**config.mk**
```make
export PLATFORM = sky130hd
export DESIGN_NAME = chain_latency_ctrl_flat
export DESIGN_NICKNAME = d
export VERILOG_FILES = /design/src/rtl/chain_latency_ctrl_if.sv /design/src/rtl/chain_latency_ctrl.sv /design/src/flat_wrapper.sv
export SDC_FILE = /design/constraint.sdc
export NUM_CORES = 1
export LEC_CHECK = 0
export ABC_CLOCK_PERIOD_IN_PS = 3490
export CAP_MARGIN = 5
export CORE_MARGIN = 2
export CORE_UTILIZATION = 25
export DETAILED_ROUTE_END_ITERATION = 10
export PLACE_DENSITY = 0.49
export SYNTH_ARGS = -nofsm -noshare
export SYNTH_HDL_FRONTEND = slang
export SYNTH_SLANG_ARGS = --single-unit
```
**constraint.sdc**
```tcl
create_clock -name clk -period 3.49 [get_ports clk]
set_clock_uncertainty 0.05 [all_clocks]
set_input_delay 1.047 -clock clk [delete_from_list [all_inputs] [get_ports clk]]
set_output_delay 1.047 -clock clk [all_outputs]
set_load 0.03 [all_outputs]
```
**src/rtl/chain_latency_ctrl_if.sv**
```systemverilog
// Bundle of control, status and chain-array signals for the delay-chain latency sequencer.
// Handshake: start is a level request sampled on rising clk. It is accepted only when the
// sequencer is idle and sel < NCHAIN. busy reports acceptance on the following cycle, and
// done is a one-cycle completion pulse. There is no back-pressure.
interface chain_latency_ctrl_if #(
  parameter int NCHAIN = 8,
  parameter int SEL_W  = 3,
  parameter int CNT_W  = 10
);
  logic              start;
  logic [SEL_W-1:0]  sel;
  logic              abort;
  logic [NCHAIN-1:0] chain_dout;
  logic [NCHAIN-1:0] chain_din;
  logic              busy;
  logic              done;
  logic [CNT_W-1:0]  latency;
  logic              timeout;
  logic              stuck;
  logic [1:0]        state_dbg;

  modport master (
    output start, sel, abort, chain_dout,
    input  chain_din, busy, done, latency, timeout, stuck, state_dbg
  );

  modport slave (
    input  start, sel, abort, chain_dout,
    output chain_din, busy, done, latency, timeout, stuck, state_dbg
  );
endinterface

```
**src/rtl/chain_latency_ctrl.sv**
```systemverilog
// Delay-chain latency sequencer: flushes the selected chain, launches a 0->1 step into it,
// and counts edges until the step arrives, reporting the latency or a stuck/timeout fault.
module chain_latency_ctrl #(
   parameter int NCHAIN    = 8,
   parameter int SEL_W     = 3,
   parameter int CNT_W     = 10,
   parameter int FLUSH_LEN = 160,
   parameter int TIMEOUT   = 1000
) (
   input logic                  clk,
   input logic                  rst_n,
   chain_latency_ctrl_if.slave  bus
);

   typedef enum logic [1:0] {S_IDLE, S_FLUSH, S_MEASURE, S_REPORT} state_t;

   localparam logic [SEL_W:0]   NCHAIN_W    = (SEL_W+1)'(NCHAIN);
   localparam logic [CNT_W-1:0] FLUSH_LEN_C = CNT_W'(FLUSH_LEN);
   localparam logic [CNT_W-1:0] TIMEOUT_C   = CNT_W'(TIMEOUT);
   localparam logic [CNT_W-1:0] CNT_MAX     = '1;

   state_t            state, state_nxt;
   logic [SEL_W-1:0]  sel_q, sel_nxt;
   logic [CNT_W-1:0]  run_cnt, run_nxt, wd_cnt, wd_nxt, lat_cnt, lat_nxt;
   logic [NCHAIN-1:0] din_q, din_nxt;
   logic              busy_q, busy_nxt, done_q, done_nxt;
   logic [CNT_W-1:0]  latency_q, latency_nxt;
   logic              timeout_q, timeout_nxt, stuck_q, stuck_nxt;

   logic              dout_sel;
   logic [CNT_W-1:0]  run_inc, wd_inc, lat_inc;

   assign dout_sel = bus.chain_dout[sel_q];
   assign run_inc  = (run_cnt == CNT_MAX) ? run_cnt : run_cnt + 1'b1;
   assign wd_inc   = (wd_cnt  == CNT_MAX) ? wd_cnt  : wd_cnt  + 1'b1;
   assign lat_inc  = (lat_cnt == CNT_MAX) ? lat_cnt : lat_cnt + 1'b1;

   always_comb begin
      state_nxt   = state;
      sel_nxt     = sel_q;
      run_nxt     = run_cnt;
      wd_nxt      = wd_cnt;
      lat_nxt     = lat_cnt;
      din_nxt     = din_q;
      busy_nxt    = busy_q;
      done_nxt    = 1'b0;
      latency_nxt = latency_q;
      timeout_nxt = timeout_q;
      stuck_nxt   = stuck_q;

      case (state)
         S_IDLE: begin
            din_nxt  = '0;
            busy_nxt = 1'b0;
            if (bus.start && ({1'b0, bus.sel} < NCHAIN_W)) begin
               sel_nxt     = bus.sel;
               latency_nxt = '0;
               timeout_nxt = 1'b0;
               stuck_nxt   = 1'b0;
               run_nxt     = '0;
               wd_nxt      = '0;
               busy_nxt    = 1'b1;
               state_nxt   = S_FLUSH;
            end
         end
         S_FLUSH: begin
            din_nxt = '0;
            if (bus.abort) begin
               busy_nxt  = 1'b0;
               state_nxt = S_IDLE;
            end else begin
               wd_nxt  = wd_inc;
               run_nxt = dout_sel ? '0 : run_inc;
               // A completed low run wins over the watchdog firing on the same edge.
               if (run_nxt == FLUSH_LEN_C) begin
                  din_nxt   = NCHAIN'(1) << sel_q;
                  lat_nxt   = '0;
                  state_nxt = S_MEASURE;
               end else if (wd_nxt == TIMEOUT_C) begin
                  stuck_nxt   = 1'b1;
                  latency_nxt = '0;
                  busy_nxt    = 1'b0;
                  done_nxt    = 1'b1;
                  state_nxt   = S_REPORT;
               end
            end
         end
         S_MEASURE: begin
            if (bus.abort) begin
               din_nxt   = '0;
               busy_nxt  = 1'b0;
               state_nxt = S_IDLE;
            end else if (dout_sel) begin
               latency_nxt = lat_cnt;
               din_nxt     = '0;
               busy_nxt    = 1'b0;
               done_nxt    = 1'b1;
               state_nxt   = S_REPORT;
            end else if (lat_cnt == TIMEOUT_C) begin
               timeout_nxt = 1'b1;
               latency_nxt = TIMEOUT_C;
               din_nxt     = '0;
               busy_nxt    = 1'b0;
               done_nxt    = 1'b1;
               state_nxt   = S_REPORT;
            end else begin
               lat_nxt = lat_inc;
            end
         end
         S_REPORT: begin
            din_nxt   = '0;
            busy_nxt  = 1'b0;
            state_nxt = S_IDLE;
         end
         default: begin
            din_nxt   = '0;
            busy_nxt  = 1'b0;
            state_nxt = S_IDLE;
         end
      endcase
   end

   always_ff @(posedge clk) begin
      if (!rst_n) begin
         state     <= S_IDLE;
         sel_q     <= '0;
         run_cnt   <= '0;
         wd_cnt    <= '0;
         lat_cnt   <= '0;
         din_q     <= '0;
         busy_q    <= 1'b0;
         done_q    <= 1'b0;
         latency_q <= '0;
         timeout_q <= 1'b0;
         stuck_q   <= 1'b0;
      end else begin
         state     <= state_nxt;
         sel_q     <= sel_nxt;
         run_cnt   <= run_nxt;
         wd_cnt    <= wd_nxt;
         lat_cnt   <= lat_nxt;
         din_q     <= din_nxt;
         busy_q    <= busy_nxt;
         done_q    <= done_nxt;
         latency_q <= latency_nxt;
         timeout_q <= timeout_nxt;
         stuck_q   <= stuck_nxt;
      end
   end

   assign bus.chain_din = din_q;
   assign bus.busy      = busy_q;
   assign bus.done      = done_q;
   assign bus.latency   = latency_q;
   assign bus.timeout   = timeout_q;
   assign bus.stuck     = stuck_q;
   assign bus.state_dbg = state;

endmodule

```
**src/flat_wrapper.sv**
```systemverilog
// flat-port wrapper written by rule: the top's interface ports become plain ports
module chain_latency_ctrl_flat 
#(
   parameter int NCHAIN    = 8,
   parameter int SEL_W     = 3,
   parameter int CNT_W     = 10,
   parameter int FLUSH_LEN = 160,
   parameter int TIMEOUT   = 1000
)
  (clk, rst_n, bus_start, bus_sel, bus_abort, bus_chain_dout, bus_chain_din, bus_busy, bus_done, bus_latency, bus_timeout, bus_stuck, bus_state_dbg);
  chain_latency_ctrl_if #(.NCHAIN(NCHAIN), .SEL_W(SEL_W), .CNT_W(CNT_W)) bus_i ();
  input logic clk;
  input logic rst_n;
  input wire logic [$bits(bus_i.start)-1:0] bus_start;
  input wire logic [$bits(bus_i.sel)-1:0] bus_sel;
  input wire logic [$bits(bus_i.abort)-1:0] bus_abort;
  input wire logic [$bits(bus_i.chain_dout)-1:0] bus_chain_dout;
  output wire logic [$bits(bus_i.chain_din)-1:0] bus_chain_din;
  output wire logic [$bits(bus_i.busy)-1:0] bus_busy;
  output wire logic [$bits(bus_i.done)-1:0] bus_done;
  output wire logic [$bits(bus_i.latency)-1:0] bus_latency;
  output wire logic [$bits(bus_i.timeout)-1:0] bus_timeout;
  output wire logic [$bits(bus_i.stuck)-1:0] bus_stuck;
  output wire logic [$bits(bus_i.state_dbg)-1:0] bus_state_dbg;
  assign bus_i.start = bus_start;
  assign bus_i.sel = bus_sel;
  assign bus_i.abort = bus_abort;
  assign bus_i.chain_dout = bus_chain_dout;
  assign bus_chain_din = bus_i.chain_din;
  assign bus_busy = bus_i.busy;
  assign bus_done = bus_i.done;
  assign bus_latency = bus_i.latency;
  assign bus_timeout = bus_i.timeout;
  assign bus_stuck = bus_i.stuck;
  assign bus_state_dbg = bus_i.state_dbg;
  chain_latency_ctrl #(.NCHAIN(NCHAIN), .SEL_W(SEL_W), .CNT_W(CNT_W), .FLUSH_LEN(FLUSH_LEN), .TIMEOUT(TIMEOUT)) u_core (.clk(clk), .rst_n(rst_n), .bus(bus_i));
endmodule
```
==> results by group <==
STA
  • Slew headroom: between 50% and 60%
  • Final worst slack: ~0.31 ns
  • # setup viols final: 0
  • Tcrit/Tclk final: about nine tenths
  • Max Slew Vio Count: 0
  • Least-Margin Pin Slew: around 0.64 ns
  • Minimum clock period: 3.18 ns
  • Hold Fails Final Rpt: 0
  • Max frequency: around 310 MHz
  • Unrepaired setup endpoints after global routing: no

Clock tree
  • Root buf cell: clkbuf_16
  • Setup Fix Bufs, Post-CTS: 0
  • Clk sinks: 57
  • CTS Buf Count: 9
  • Worst skew pair latency: ~0.33 ns
  • # H-tree levels: 3
  • Resized Gates After CTS: 0
  • Clock slew at reported path FFs: around 0.06 ns
  • Cts hold-fix bufs: 0
  • Clock buffer depth: 2
  • CTS tree: done

Yosys
  • Post-synth EDFFs: 0
  • Synth cell types: approximately 60
  • Sequential area share after synthesis: a little over a third
  • Avg Inst Size Synth: around 7.7 um^2
  • Yosys warnings: 0
  • Post-synth ARST share: 0%
  • Synth Register Bits: 57
  • Syn Inst Count: between 400 and 500
  • Top_reg_cell synth: dfxtp_1
  • Syn nets: about 450
  • Synth Cell Area: between 3000 and 4000 um^2

Outcome
  • Outcome: complete, no violations

Die
  • Area of the die: around 14,000 um^2
  • Ports: 39
  • Core Area: approximately 13,000 um^2
  • Row count: approximately 40
  • Initial Util: about a quarter
  • Die Y: around 120 um
  • Die width: 119 um

Worst hold path
  • HP Class: reg -> reg

Detailed routing
  • Total iterations of the first detailed-routing run: 6
  • Routed Antenna Nets: 0
  • Routed WL per cell: 14.2 um
  • Via count: 3,314
  • Drt initial violations: just over 200
  • Drc violations: 0
  • Vias/cell: just over 5
  • WL final: between 9000 and 10,000 um

Layout
  • Nets: between 400 and 500
  • Final instance area: 4280 um^2
  • Final Util: between 30% and 40%
  • Ant. Diodes: 0
  • Layout area overhead: 30.1%
  • Finished Layout Cells: 650
  • FILL cells: approximately 1,400
  • Share of cells above drive strength 1: between 10% and 20%

Worst setup path
  • Worst EP required: about 3.7 ns
  • Crit path capture type: flop
  • Critical-path top delay cell: mux4_2
  • CP Max Fanout: 6
  • Slowest stage delay, CP: 0.46 ns
  • Crit-path cells: clkdlybuf4s50_1 -> mux4_2 -> mux2i_1 -> buf_4 -> nand2_1 -> nor4_2 -> nand2_1 -> a211o_1 -> o41ai_1
  • Worst EP arrival: 3.36 ns
  • CP most frequent cell: nand2_1
  • Startpoint Class: primary input
  • Critical path class: in -> reg

Job
  • Maxcap violations: 0

Place
  • Placed inst area: 3970 um^2
  • Placed insts: about 630
  • Dpl ws: -0.0328 ns
  • IO Port Bufs: 38
  • Routability cong.: 0.820
  • Detailed Place HPWL: between 6000 and 7000 um

Pwr
  • LEAKAGE: between 1 and 1.5 nW
  • Pwr Density: approximately 440 nW/um^2
  • Design Power: around 0.0019 W
  • Worst VDD drop: approximately 230 uV

GRT
  • Global-route usage over all layers: 13.4%
  • Number of global-route vias before repair: 3,032
  • GR Overflow Total: 0
  • First-pass GRT wire length: between 15,000 and 20,000 um
  • Largest net degree at the start of global routing: 35
  • Initial antenna violation count: 0
cells by family (layout without fill, tap and decap cells):
kind of cell	after synthesis	in the layout	share of synthesized area, %
AO/OA/AOI/OAI	116	116	22.2
XOR/XNOR	3	3	0.799
adder cells (fa/ha/maj)	9	9	3.42
buffers and inverters	34	87	4.30
flip-flops	57	57	34.7
multiplexers	16	16	5.63
AND/OR/NAND/NOR	190	190	29.0
layout by cell type, fill, tap and decap left out, types with 10 or more instances in the layout:
master / count
nand3_1: 23
nand2_1: 62
clkdlybuf4s50_1: 38
buf_4: 22
dfxtp_1: 57
a21oi_1: 38
nor2_1: 37
nor3_1: 12
o21ai_0: 36
mux2i_1: 14
o211ai_1: 10
sequential cells by signal, summed over array words and instances, names as in the netlist:
signal / flops
u_core.bus.latency: 10
u_core.lat_cnt: 10
u_core.run_cnt: 10
u_core.wd_cnt: 10
u_core.bus.chain_din: 8
u_core.sel_q: 3
u_core.bus.state_dbg: 2
u_core.bus.busy: 1
u_core.bus.done: 1
u_core.bus.stuck: 1
u_core.bus.timeout: 1
worst paths after layout:
| check | depth (start not counted) | startpoint | slack, ns | to |
|---|---|---|---|---|
| hold / removal | 2 | u_core.bus.chain_din[1] | 0.41 | u_core.bus.chain_din[1] |
| setup / recovery | 9 | bus_chain_dout[4] | 0.31 | u_core.lat_cnt[9] |
| hold reg to reg | 2 | u_core.bus.chain_din[1] | 0.41 | u_core.bus.chain_din[1] |
| setup reg to reg | 9 | u_core.run_cnt[0] | 0.43 | u_core.lat_cnt[9] |
cell usage after synthesis, types with 2 or more instances:
cell	n	area [um^2]
nand2_1	62	233
dfxtp_1	57	1140
a21oi_1	38	190
nor2_1	37	139
o21ai_0	36	180
nand3_1	23	115
clkbuf_1	19	71.3
mux2i_1	14	140
nor3_1	12	60.1
o211ai_1	10	75.1
ha_1	9	113
inv_1	9	33.8
and3_1	8	50.1
nand4_1	8	50.1
nand2b_1	7	43.8
or3_1	6	37.5
nand4b_1	5	43.8
o31ai_1	5	37.5
a31oi_1	4	25.0
nor2b_1	4	25.0
nand3b_1	3	22.5
a311oi_1	2	17.5
a32oi_1	2	17.5
and2_1	2	12.5
and4_1	2	17.5
buf_2	2	10.0
mux4_2	2	45.0
nand3_2	2	20.0
o311ai_1	2	17.5
o32ai_1	2	17.5
or4_1	2	15.0
xnor2_1	2	17.5
metal layers:
layer / vias up / GRT usage [%] / wire length, um / part of all wire (%)
li1: 1654 / - / - / -
met1: 1576 / 17.6 / 4260 / 46
met2: 75 / 21.5 / 4430 / 48
met3: 9 / 3.14 / 410 / 4.5
met4: 0 / 4.61 / 100 / 1.1
met5: - / 0 / 0 / 0
final cells by class:
| type | count | area, um^2 | area share (%) |
|---|---|---|---|
| multi-input combinational | 334 | 2010 | 46.9 |
| sequential | 57 | 1140 | 26.7 |
| timing repair buffer | 61 | 566 | 13.2 |
| clock buffer | 11 | 233 | 5.44 |
| tap | 172 | 215 | 5.03 |
| clock inverter | 5 | 80.1 | 1.87 |
| inverter | 10 | 37.5 | 0.877 |
critical path, delay by kind of cell:
kind / cells / cell delay, ns
buffers and inverters: 2 / 0.60
multiplexers: 2 / 0.61
AND/OR/NAND/NOR: 3 / 0.47
AO/OA/AOI/OAI: 2 / 0.63
report_power, final:
group	internal, W	switching, W
combinational	0.000121	0.000161
clock	0.000623	0.000306
sequential	0.000660	0.0000120
total	0.00140	0.000479
per-stage QoR:
stage / hold slack (ns) / setup TNS [ns]
floorplan: 0.417 / 0
global placement: 0.395 / 0
detailed placement: 0.399 / -0.0388
CTS: 0.414 / 0
global route: 0.430 / 0
finish: 0.407 / 0
Note: power is estimated with default switching activity, not from simulation.
